[config.mk]
export PLATFORM = sky130hd
export DESIGN_NAME = fetch_sequencer_flat
export DESIGN_NICKNAME = d
export VERILOG_FILES = /design/src/rtl/fetch_sequencer_pkg.sv /design/src/rtl/fetch_sequencer_if.sv /design/src/rtl/fetch_perf_ctr.sv /design/src/rtl/fetch_sequencer.sv /design/src/flat_wrapper.sv
export SDC_FILE = /design/constraint.sdc
export NUM_CORES = 1
export LEC_CHECK = 0
export CORE_MARGIN = 2
export CORE_UTILIZATION = 52
export DETAILED_ROUTE_END_ITERATION = 12
export GPL_TIMING_DRIVEN = 0
export MAX_ROUTING_LAYER = met4
export PLACE_DENSITY = 0.87
export SYNTH_ARGS = -nofsm -noshare
export SYNTH_HDL_FRONTEND = slang
export SYNTH_SLANG_ARGS = --single-unit
export TNS_END_PERCENT = 100
[constraint.sdc]
create_clock -name clk -period 4.1 [get_ports clk]
set_input_delay 0.82 -clock clk [delete_from_list [all_inputs] [get_ports clk]]
set_output_delay 0.82 -clock clk [all_outputs]
set_load 0.01 [all_outputs]
[src/rtl/fetch_sequencer_pkg.sv]
// fetch_sequencer_pkg: state encoding, instruction width and opcodes shared with branch control.
package fetch_sequencer_pkg;
  localparam int INST_W = 16;
  localparam int OPC_W = 5;
  localparam logic [OPC_W-1:0] OPC_JAL = 5'b11111;
  localparam logic [OPC_W-1:0] OPC_BRANCH = 5'b01101;
  localparam logic [OPC_W-1:0] OPC_ALUI = 5'b00100;
  typedef enum logic [2:0] {IDLE, FETCH, DROP, HOLD, HALTED} state_e;
endpackage

[src/rtl/fetch_sequencer_if.sv]
// fetch_sequencer_if: instruction memory, decode, redirect and halt signals of the fetch sequencer.
interface fetch_sequencer_if import fetch_sequencer_pkg::*; #(parameter int BITS = 16);
  logic imem_req;
  logic [BITS-1:0] imem_addr;
  logic imem_ack;
  logic [INST_W-1:0] imem_rdata;
  logic inst_valid;
  logic [INST_W-1:0] inst;
  logic [BITS-1:0] inst_pc;
  logic dec_ready;
  logic redirect_valid;
  logic [BITS-1:0] redirect_pc;
  logic halt;
  logic resume;
  logic busy;
  modport master (
    output imem_req, imem_addr, inst_valid, inst, inst_pc, busy,
    input imem_ack, imem_rdata, dec_ready, redirect_valid, redirect_pc, halt, resume
  );
  modport slave (
    input imem_req, imem_addr, inst_valid, inst, inst_pc, busy,
    output imem_ack, imem_rdata, dec_ready, redirect_valid, redirect_pc, halt, resume
  );
endinterface

[src/rtl/fetch_perf_ctr.sv]
// fetch_perf_ctr: 16-bit saturating event counter, present only with FETCH_SEQ_PERF_EN.
`ifdef FETCH_SEQ_PERF_EN
module fetch_perf_ctr (
  input  logic        clk,
  input  logic        rst_n,
  input  logic        inc_i,
  output logic [15:0] cnt_o
);
  logic [15:0] cnt_q, cnt_d;
  assign cnt_d = (inc_i && cnt_q != 16'hFFFF) ? cnt_q + 16'd1 : cnt_q;
  always_ff @(posedge clk or negedge rst_n)
    if (!rst_n) cnt_q <= '0;
    else cnt_q <= cnt_d;
  assign cnt_o = cnt_q;
endmodule
`endif

[src/rtl/fetch_sequencer.sv]
// fetch_sequencer: single-outstanding instruction fetch with redirect, halt and decode hand-off.
// FETCH_SEQ_PERF_EN adds perf_fetch/perf_stall saturating counters.
module fetch_sequencer
  import fetch_sequencer_pkg::*;
#(
  parameter int BITS = 16,
  parameter int OP_BITS = 5,
  parameter logic [BITS-1:0] RESET_PC = '0
) (
  input logic clk,
  input logic rst_n,
  fetch_sequencer_if.master bus
`ifdef FETCH_SEQ_PERF_EN
  ,
  output logic [15:0] perf_fetch,
  output logic [15:0] perf_stall
`endif
);
  if (OP_BITS < OPC_W) begin : g_op_bits_chk
    $error("OP_BITS narrower than the shared opcode constants");
  end
  state_e state_q, state_d;
  logic [BITS-1:0] pc_q, pc_d, faddr_q, faddr_d, inst_pc_q, inst_pc_d;
  logic [INST_W-1:0] inst_q, inst_d;
  logic halt_pend_q, halt_pend_d, hp, deliver;
  // a halt request seen this cycle counts as pending for the drain decision
  assign hp = halt_pend_q | bus.halt;
  assign deliver = state_q == FETCH && bus.imem_ack && !bus.redirect_valid;
  always_comb begin
    pc_d = bus.redirect_valid ? bus.redirect_pc : deliver ? faddr_q + 1'b1 : pc_q;
    inst_d = deliver ? bus.imem_rdata : inst_q;
    inst_pc_d = deliver ? faddr_q : inst_pc_q;
    state_d = state_q;
    case (state_q)
      IDLE:    state_d = hp ? HALTED : FETCH;
      FETCH:   state_d = !bus.imem_ack ? (bus.redirect_valid ? DROP : FETCH)
                                       : (bus.redirect_valid ? IDLE : HOLD);
      DROP:    state_d = !bus.imem_ack ? DROP : hp ? IDLE : FETCH;
      HOLD:    state_d = !(bus.redirect_valid || bus.dec_ready) ? HOLD : hp ? IDLE : FETCH;
      HALTED:  state_d = (bus.resume && !bus.halt) ? FETCH : HALTED;
      default: state_d = IDLE;
    endcase
    faddr_d = (state_d == FETCH && state_q != FETCH) ? pc_d : faddr_q;
    halt_pend_d = hp && state_d != HALTED;
  end
  always_ff @(posedge clk or negedge rst_n)
    if (!rst_n) begin
      state_q <= IDLE;
      pc_q <= RESET_PC;
      faddr_q <= RESET_PC;
      inst_q <= '0;
      inst_pc_q <= '0;
      halt_pend_q <= 1'b0;
    end else begin
      state_q <= state_d;
      pc_q <= pc_d;
      faddr_q <= faddr_d;
      inst_q <= inst_d;
      inst_pc_q <= inst_pc_d;
      halt_pend_q <= halt_pend_d;
    end
  assign bus.imem_req = state_q == FETCH || state_q == DROP;
  assign bus.imem_addr = faddr_q;
  assign bus.inst_valid = state_q == HOLD;
  assign bus.inst = inst_q;
  assign bus.inst_pc = inst_pc_q;
  assign bus.busy = state_q != HALTED;
`ifdef FETCH_SEQ_PERF_EN
  fetch_perf_ctr u_perf_fetch (.clk(clk), .rst_n(rst_n), .inc_i(deliver), .cnt_o(perf_fetch));
  fetch_perf_ctr u_perf_stall (.clk(clk), .rst_n(rst_n), .inc_i(state_q == HOLD && !bus.dec_ready), .cnt_o(perf_stall));
`endif
endmodule

[src/flat_wrapper.sv]
// flat-port wrapper written by rule: the top's interface ports become plain ports
module fetch_sequencer_flat import fetch_sequencer_pkg::*;
#(
  parameter int BITS = 16,
  parameter int OP_BITS = 5,
  parameter logic [BITS-1:0] RESET_PC = '0
)
  (clk, rst_n, bus_imem_req, bus_imem_addr, bus_inst_valid, bus_inst, bus_inst_pc, bus_busy, bus_imem_ack, bus_imem_rdata, bus_dec_ready, bus_redirect_valid, bus_redirect_pc, bus_halt, bus_resume);
  fetch_sequencer_if #(.BITS(BITS)) bus_i ();
  input logic clk;
  input logic rst_n;
  output wire logic [$bits(bus_i.imem_req)-1:0] bus_imem_req;
  output wire logic [$bits(bus_i.imem_addr)-1:0] bus_imem_addr;
  output wire logic [$bits(bus_i.inst_valid)-1:0] bus_inst_valid;
  output wire logic [$bits(bus_i.inst)-1:0] bus_inst;
  output wire logic [$bits(bus_i.inst_pc)-1:0] bus_inst_pc;
  output wire logic [$bits(bus_i.busy)-1:0] bus_busy;
  input wire logic [$bits(bus_i.imem_ack)-1:0] bus_imem_ack;
  input wire logic [$bits(bus_i.imem_rdata)-1:0] bus_imem_rdata;
  input wire logic [$bits(bus_i.dec_ready)-1:0] bus_dec_ready;
  input wire logic [$bits(bus_i.redirect_valid)-1:0] bus_redirect_valid;
  input wire logic [$bits(bus_i.redirect_pc)-1:0] bus_redirect_pc;
  input wire logic [$bits(bus_i.halt)-1:0] bus_halt;
  input wire logic [$bits(bus_i.resume)-1:0] bus_resume;
  assign bus_imem_req = bus_i.imem_req;
  assign bus_imem_addr = bus_i.imem_addr;
  assign bus_inst_valid = bus_i.inst_valid;
  assign bus_inst = bus_i.inst;
  assign bus_inst_pc = bus_i.inst_pc;
  assign bus_busy = bus_i.busy;
  assign bus_i.imem_ack = bus_imem_ack;
  assign bus_i.imem_rdata = bus_imem_rdata;
  assign bus_i.dec_ready = bus_dec_ready;
  assign bus_i.redirect_valid = bus_redirect_valid;
  assign bus_i.redirect_pc = bus_redirect_pc;
  assign bus_i.halt = bus_halt;
  assign bus_i.resume = bus_resume;
  fetch_sequencer #(.BITS(BITS), .OP_BITS(OP_BITS), .RESET_PC(RESET_PC)) u_core (.clk(clk), .rst_n(rst_n), .bus(bus_i));
endmodule
==> results of run 1 <==
-- layer usage --
metal | routed length (µm) | vias up
met5 | 0 | -
met4 | 113 | 0
met3 | 419 | 15
met2 | 4200 | 96
met1 | 3460 | 1383
li1 | - | 1326
-- stage by stage --
| step | hold WS, ns | cell area (µm²) | total power (µW) | utilization |
|---|---|---|---|---|
| floorplan | 0.467 | 3220 | 1790 | - |
| global placement | 0.456 | 4190 | 2410 | 0.704 |
| detailed placement | 0.463 | 4190 | 2470 | 0.704 |
| CTS | 0.480 | 4390 | 3030 | 0.738 |
| global route | 0.505 | 4390 | 3210 | 0.738 |
| finish | 0.480 | 4390 | 3020 | 0.738 |
-- layout make-up --
cell class | count | area, µm²
sequential | 68 | 1700
buffer | 17 | 97.6
clock inverter | 6 | 63.8
inverter | 7 | 26.3
timing repair buffer | 88 | 878
multi-input combinational | 244 | 1390
tap | 75 | 93.8
clock buffer | 10 | 138
fill | 459 | 1560
-- sequential cells by signal (all words and copies together), names as in the netlist --
name	flops
u_core.pc_q	16
u_core.halt_pend_q	1
u_core.bus.imem_addr	16
u_core.state_q	3
u_core.bus.inst	16
u_core.bus.inst_pc	16
-- power groups by stage --
stage | clock [µW] | combinational [µW] | sequential, µW
after floorplan | 0 | 548 | 1240
after global routing | 589 | 1410 | 1210
after global placement | 0 | 1240 | 1170
final | 557 | 1290 | 1180
after detailed placement | 0 | 1290 | 1190
after CTS | 562 | 1300 | 1180
-- cells in the mapped netlist (5+ instances only) --
cell type	n
clkbuf_1	12
nor2_1	12
o21ai_0	23
nand4_1	5
a21o_1	5
mux2_2	6
xnor2_1	8
a21oi_1	5
inv_1	6
dfrtp_1	68
nand2_1	111
mux2_4	7
and2_1	5
mux2i_1	6
a31oi_1	9
-- critical path: stages --
cell	delay, ns
clkbuf_1	0.32
clkinv_1	0.40
ha_1	0.40
a31oi_1	0.16
o21ai_0	0.12
a311o_1	0.37
buf_6	0.15
buf_12	0.15
mux2_4	0.30
-- worst min path at each step --
stage               cells after the start                                from  slack [ns]                            endpoint
detailed placement                      2      u_core.bus.inst[8]$_DFFE_PN0P_        0.46      u_core.bus.inst[8]$_DFFE_PN0P_
CTS                                     2      u_core.bus.inst[8]$_DFFE_PN0P_        0.48      u_core.bus.inst[8]$_DFFE_PN0P_
global placement                        2      u_core.bus.inst[8]$_DFFE_PN0P_        0.46      u_core.bus.inst[8]$_DFFE_PN0P_
finish                                  2      u_core.bus.inst[8]$_DFFE_PN0P_        0.48      u_core.bus.inst[8]$_DFFE_PN0P_
floorplan                               2            u_core.pc_q[9]$_DFF_PN0_        0.47            u_core.pc_q[9]$_DFF_PN0_
global route                            2  u_core.bus.inst_pc[11]$_DFFE_PN0P_        0.50  u_core.bus.inst_pc[11]$_DFFE_PN0P_
-- logic make-up (layout without fill, tap and decap cells) --
| family | Yosys count | after routing |
|---|---|---|
| xor gates and xnor gates | 12 | 12 |
| DFF | 68 | 68 |
| AOI/OAI and AO/OA | 51 | 51 |
| adders and majority gates | 3 | 3 |
| and+or+nand+nor | 159 | 159 |
| muxes | 19 | 19 |
| buffers and inverters | 24 | 128 |
==> metrics.txt, run 1 <==
Yosys top cell area share 0.529; Primary FF master, synth dfrtp_1; adder-cell share of the synthesized area 0.0117; layout overhead on the synthesized area 36.5%; Rel. slew slack 0.435; synth warn 0; Pleak 0.00201 µW; global placer's final weighted congestion 0.862; final worst path period share 0.728; flop-to-flop setup slack 1.90 ns; CP Launch Point bus_redirect_valid; endpoint required time on the critical path 4.32 ns; Clock Latency Late Sink 0.34 ns; status finished clean; launching point of the worst reg2reg path u_core.bus.imem_addr[2]$_DFFE_PN0P_; Comb pwr share 0.426; most frequent cells in the layout nand2_1, clkdlybuf4s50_1, dfrtp_1; Hold Path Class reg -> reg; number of synthesized flops with an enable pin 0; root buffer cell clkbuf_8; multiplexer share of the synthesized area 0.0723; PortBufs 88; Die Y 82.7 µm; Clock transition at path regs 0.07 ns; clk_skew 0.00548 ns; commonest non-fill, non-tap cell in the layout nand2_1; Critical Path Source Type input port; Setup CP Type in -> reg; peak supply drop 0.358 mV; Syn Area/Cell 9.58 µm²; placed cells 499; 1st-iter DRT viols 215; pwr dens 688 mW/mm²; vias in the first global route 2756; max-cap violations 0; number of antenna repair diodes 0; final setup fails 0; Nets 477; met2 usage 0.433; synthesized area 0.00322 mm²; Fin. Hold Viols 0; Rows 28; register area share after synthesis 0.529; setup bufs post-CTS 0; P_int 1950 µW; reg2reg path depth 5; crit path max fanout 11; Total Routing Usage GR 0.264; sequential power share 0.390; share of layout cells above drive strength 1 0.0864; TritonCTS clock tree yes; CTS resizes 0; die area 0.00684 mm²; Max Clk Rate 335 MHz; GRT overflow 0; GRT busiest layer met2; cell taking the most area after synthesis dfrtp_1; Compound-Gate Fraction of Synth Area 0.0987; worst r2r dst u_core.bus.imem_addr[13]$_DFFE_PN0P_; RSZ-0062 raised after global routing no; H-tree Lvls 3; #FFs+latches synth 68; Area contributors post-synth dfrtp_1, nand2_1, o21ai_0; first-pass GRT wire length 13.1 mm; DR vias 2820; Post-DP HPWL 5.85 mm; vias per std cell 5.48; initial core utilization 0.541; CTS Buffer Depth 2; Slew @ Worst Pin 0.848 ns; switching power total 1070 µW; fin. max-slew vios 0; Final Routed Wirelength 8.20 mm; FFs w/ async S/R, synth 1.00; met1 Use GR 0.338; final setup margin 1.11 ns; unique cell type count in the Yosys netlist 42; syn_nets 378; Finished Layout Cells 515; # IOs 90; CP endpoint kind flip-flop; Inserted Clock Buffers 9; met3 usage 0.0435; clock network fraction of design power 0.184; final worst path period need 2.99 ns; routed length per instance 15.9 µm; largest net degree at the start of global routing 69; Sw Ratio 0.354; core area 0.00596 mm²; residual DRC count 0; 1st-pass router iterations 4; Critical Path End u_core.bus.imem_addr[9]$_DFFE_PN0P_; post-synthesis xor/xnor area fraction 0.0326; Post-CTS Hold Fix Bufs 0; Final ANT Viol Nets 0; largest family of logic cells by synthesized area simple AND/OR/NAND/NOR gates; Post-Place Setup Slack 0.758 ns; die width 82.7 µm; Syn Inst Count 336; Worst Path Arrival 3.21 ns; Sum Neg Setup Slack 0 ns; initial antenna violation count 0; Synth Area in Simple Gates 0.218; Clock Sink Count 68
Note: power is estimated with default switching activity, not from simulation.
==> inputs of run 2 (changes only) <==
- CORE_UTILIZATION: 52 -> 48
- PLACE_DENSITY: 0.87 -> 0.81
- clock period: 4.1 -> 3.1 ns (I/O delays scaled with it)
==> run 2 against run 1 <==
Against the previous run:
- the flow now finishes with violations (DRC)
- sequential power grew 31%
- largest power group unchanged
- design area shrank 0.68%
- first-iteration DRC count shrank 40%
- register-to-register slack lost 1.0 ns
- highest routed layer unchanged
==> metrics.txt, run 2 (same netlist as run 1, synthesis figures left out) <==
final worst path period share 0.883; GRT overflow 0 (unchanged); Inserted Clock Buffers 9 (unchanged); Clock transition at path regs 0.07 ns (about the same); reg2reg path depth 5 (unchanged); Worst Path Arrival 2.96 ns (-0.25 ns); Fillers 509 (+11%); RSZ-0062 raised after global routing no; placed cells 501 (+0.40%); commonest non-fill, non-tap cell in the layout nand2_1; root buffer cell clkbuf_8; PortBufs 88 (unchanged); initial core utilization 0.501 (-0.0393); setup bufs post-CTS 0 (unchanged); initial antenna violation count 0 (unchanged); WHS 0.367 ns (-0.113 ns); CTS Buffer Depth 2 (unchanged); 1st-iter DRT viols 129 (-40%); crit path max fanout 11 (unchanged); Setup CP Type in -> reg; launching point of the worst reg2reg path u_core.state_q[2]$_DFF_PN0_; number of antenna repair diodes 0 (unchanged); CTS resizes 0 (unchanged); DR vias 2738 (-2.9%); Clock Latency Late Sink 0.34 ns (about the same); final worst path period need 2.74 ns; CP endpoint kind flip-flop; Die Y 85.9 µm (+3.9%); max-cap violations 0 (unchanged); Post-DP HPWL 5.34 mm (-8.6%); Hold Path Class in -> async; most frequent cells in the layout nand2_1, clkdlybuf4s50_1, dfrtp_1; endpoint required time on the critical path 3.32 ns (-1.00 ns); Total Routing Usage GR 0.226 (-0.0381); failing checks DRC; vias in the first global route 2671 (-3.1%); slowest cell delay on critical path 0.40 ns (about the same); die area 0.00738 mm² (+7.9%); final setup fails 0 (unchanged); Finished Layout Cells 517 (+0.39%); 1st-pass router iterations 10 (+6); fin. max-slew vios 0 (unchanged); H-tree Lvls 3 (unchanged); layout overhead on the synthesized area 35.5%; Slew @ Worst Pin 0.845 ns (-0.00250 ns); Critical Path Source Type input port; Final Routed Wirelength 7.69 mm (-6.2%); first-pass GRT wire length 12.8 mm (-2.4%); Fin. Hold Viols 0 (unchanged); # IOs 90 (unchanged); Final ANT Viol Nets 0 (unchanged); flop-to-flop setup slack 0.87 ns (-1.03 ns); Crit path max-delay family buffers and inverters; routed length per instance 14.9 µm (-6.5%); share of layout cells above drive strength 1 0.0841 (-0.00227); Pleak 0.00200 µW (-0.47%); worst r2r dst u_core.pc_q[10]$_DFF_PN0_; Clock Sink Count 68 (unchanged); peak supply drop 0.560 mV (+56%); vias per std cell 5.30 (-3.3%); worst-path cell with the longest stage delay ha_1; largest net degree at the start of global routing 69 (unchanged); Post-CTS Hold Fix Bufs 0 (unchanged); global placer's final weighted congestion 0.834 (-3.2%); crit path cell chain clkbuf_1 -> clkinv_1 -> ha_1 -> a31oi_1 -> o21ai_0 -> a311o_1 -> buf_6 -> buf_12 -> mux2_4; pwr dens 887 mW/mm² (+29%); core area 0.00642 mm² (+7.8%); die width 85.9 µm (+3.9%); Bufs and invs on worst path 4 (unchanged); Rows 29 (+3.6%); clk_skew 0.00576 ns (+0.000285 ns); status finished with violations; Rel. slew slack 0.437 (+0.00166); residual DRC count 5 (+5); TritonCTS clock tree yes; Max Clk Rate 365 MHz; Nets 477 (unchanged)
run 2: cell count changes in the layout (fill, tap and decap cells not counted):
cell / before / now
clkinv_2: 2 / 4
bufinv_16: 1 / 0
clkbuf_1: 12 / 13
clkinv_4: 1 / 0
clkinvlp_4: 2 / 1
run 2: final cells by class:
class | instances | area (µm²) | area share
Multi-Input combinational cell | 244 | 1390 | 0.319
Inverter | 7 | 26.3 | 0.00602
Sequential cell | 68 | 1700 | 0.390
Clock buffer | 11 | 141 | 0.0324
Buffer | 17 | 97.6 | 0.0224
Clock inverter | 5 | 27.5 | 0.00631
Tap cell | 77 | 96.3 | 0.0221
Timing Repair Buffer | 88 | 878 | 0.201
run 2: how the worst max path moves through the flow:
stage                             startpoint                                    to  slack [ns]  cells after the start
after global placement                 rst_n        u_core.bus.inst[2]$_DFFE_PN0P_       -0.82                      1
final                     bus_redirect_valid  u_core.bus.imem_addr[11]$_DFFE_PN0P_        0.36                      9
after CTS                 bus_redirect_valid  u_core.bus.imem_addr[11]$_DFFE_PN0P_        0.35                      9
after detailed placement  bus_redirect_valid  u_core.bus.imem_addr[11]$_DFFE_PN0P_      -0.002                      9
after global routing      bus_redirect_valid   u_core.bus.imem_addr[7]$_DFFE_PN0P_        0.19                      9
after floorplan           bus_redirect_valid  u_core.bus.imem_addr[11]$_DFFE_PN0P_        0.43                      9
run 2: per-layer routing:
metal  vias up  part of all wire  track usage
met5         -                 0            -
met4         0             0.012       0.0707
met3        10             0.069       0.0414
met2        90              0.47        0.345
met1      1309              0.45        0.308
li1       1329                 -            -
run 2: power by group:
group          switching, µW  total [µW]  internal (µW)
Sequential               315        1550           1230
Combinational            728        1680            957
Clock                    332         639            307
Total                   1380        3870           2500
run 2: per-stage QoR:
| stage | power, µW | util | setup slack, ns | area (µm²) | setup TNS [ns] |
|---|---|---|---|---|---|
| after floorplan | 2360 | - | 0.427 | 3220 | 0 |
| final | 3870 | 0.679 | 0.362 | 4360 | 0 |
| after global placement | 3200 | 0.653 | -0.823 | 4200 | -55.63 |
| after detailed placement | 3250 | 0.653 | -0.00237 | 4190 | -0.00237 |
| after CTS | 3890 | 0.679 | 0.353 | 4360 | 0 |
| after global routing | 4110 | 0.679 | 0.186 | 4360 | 0 |
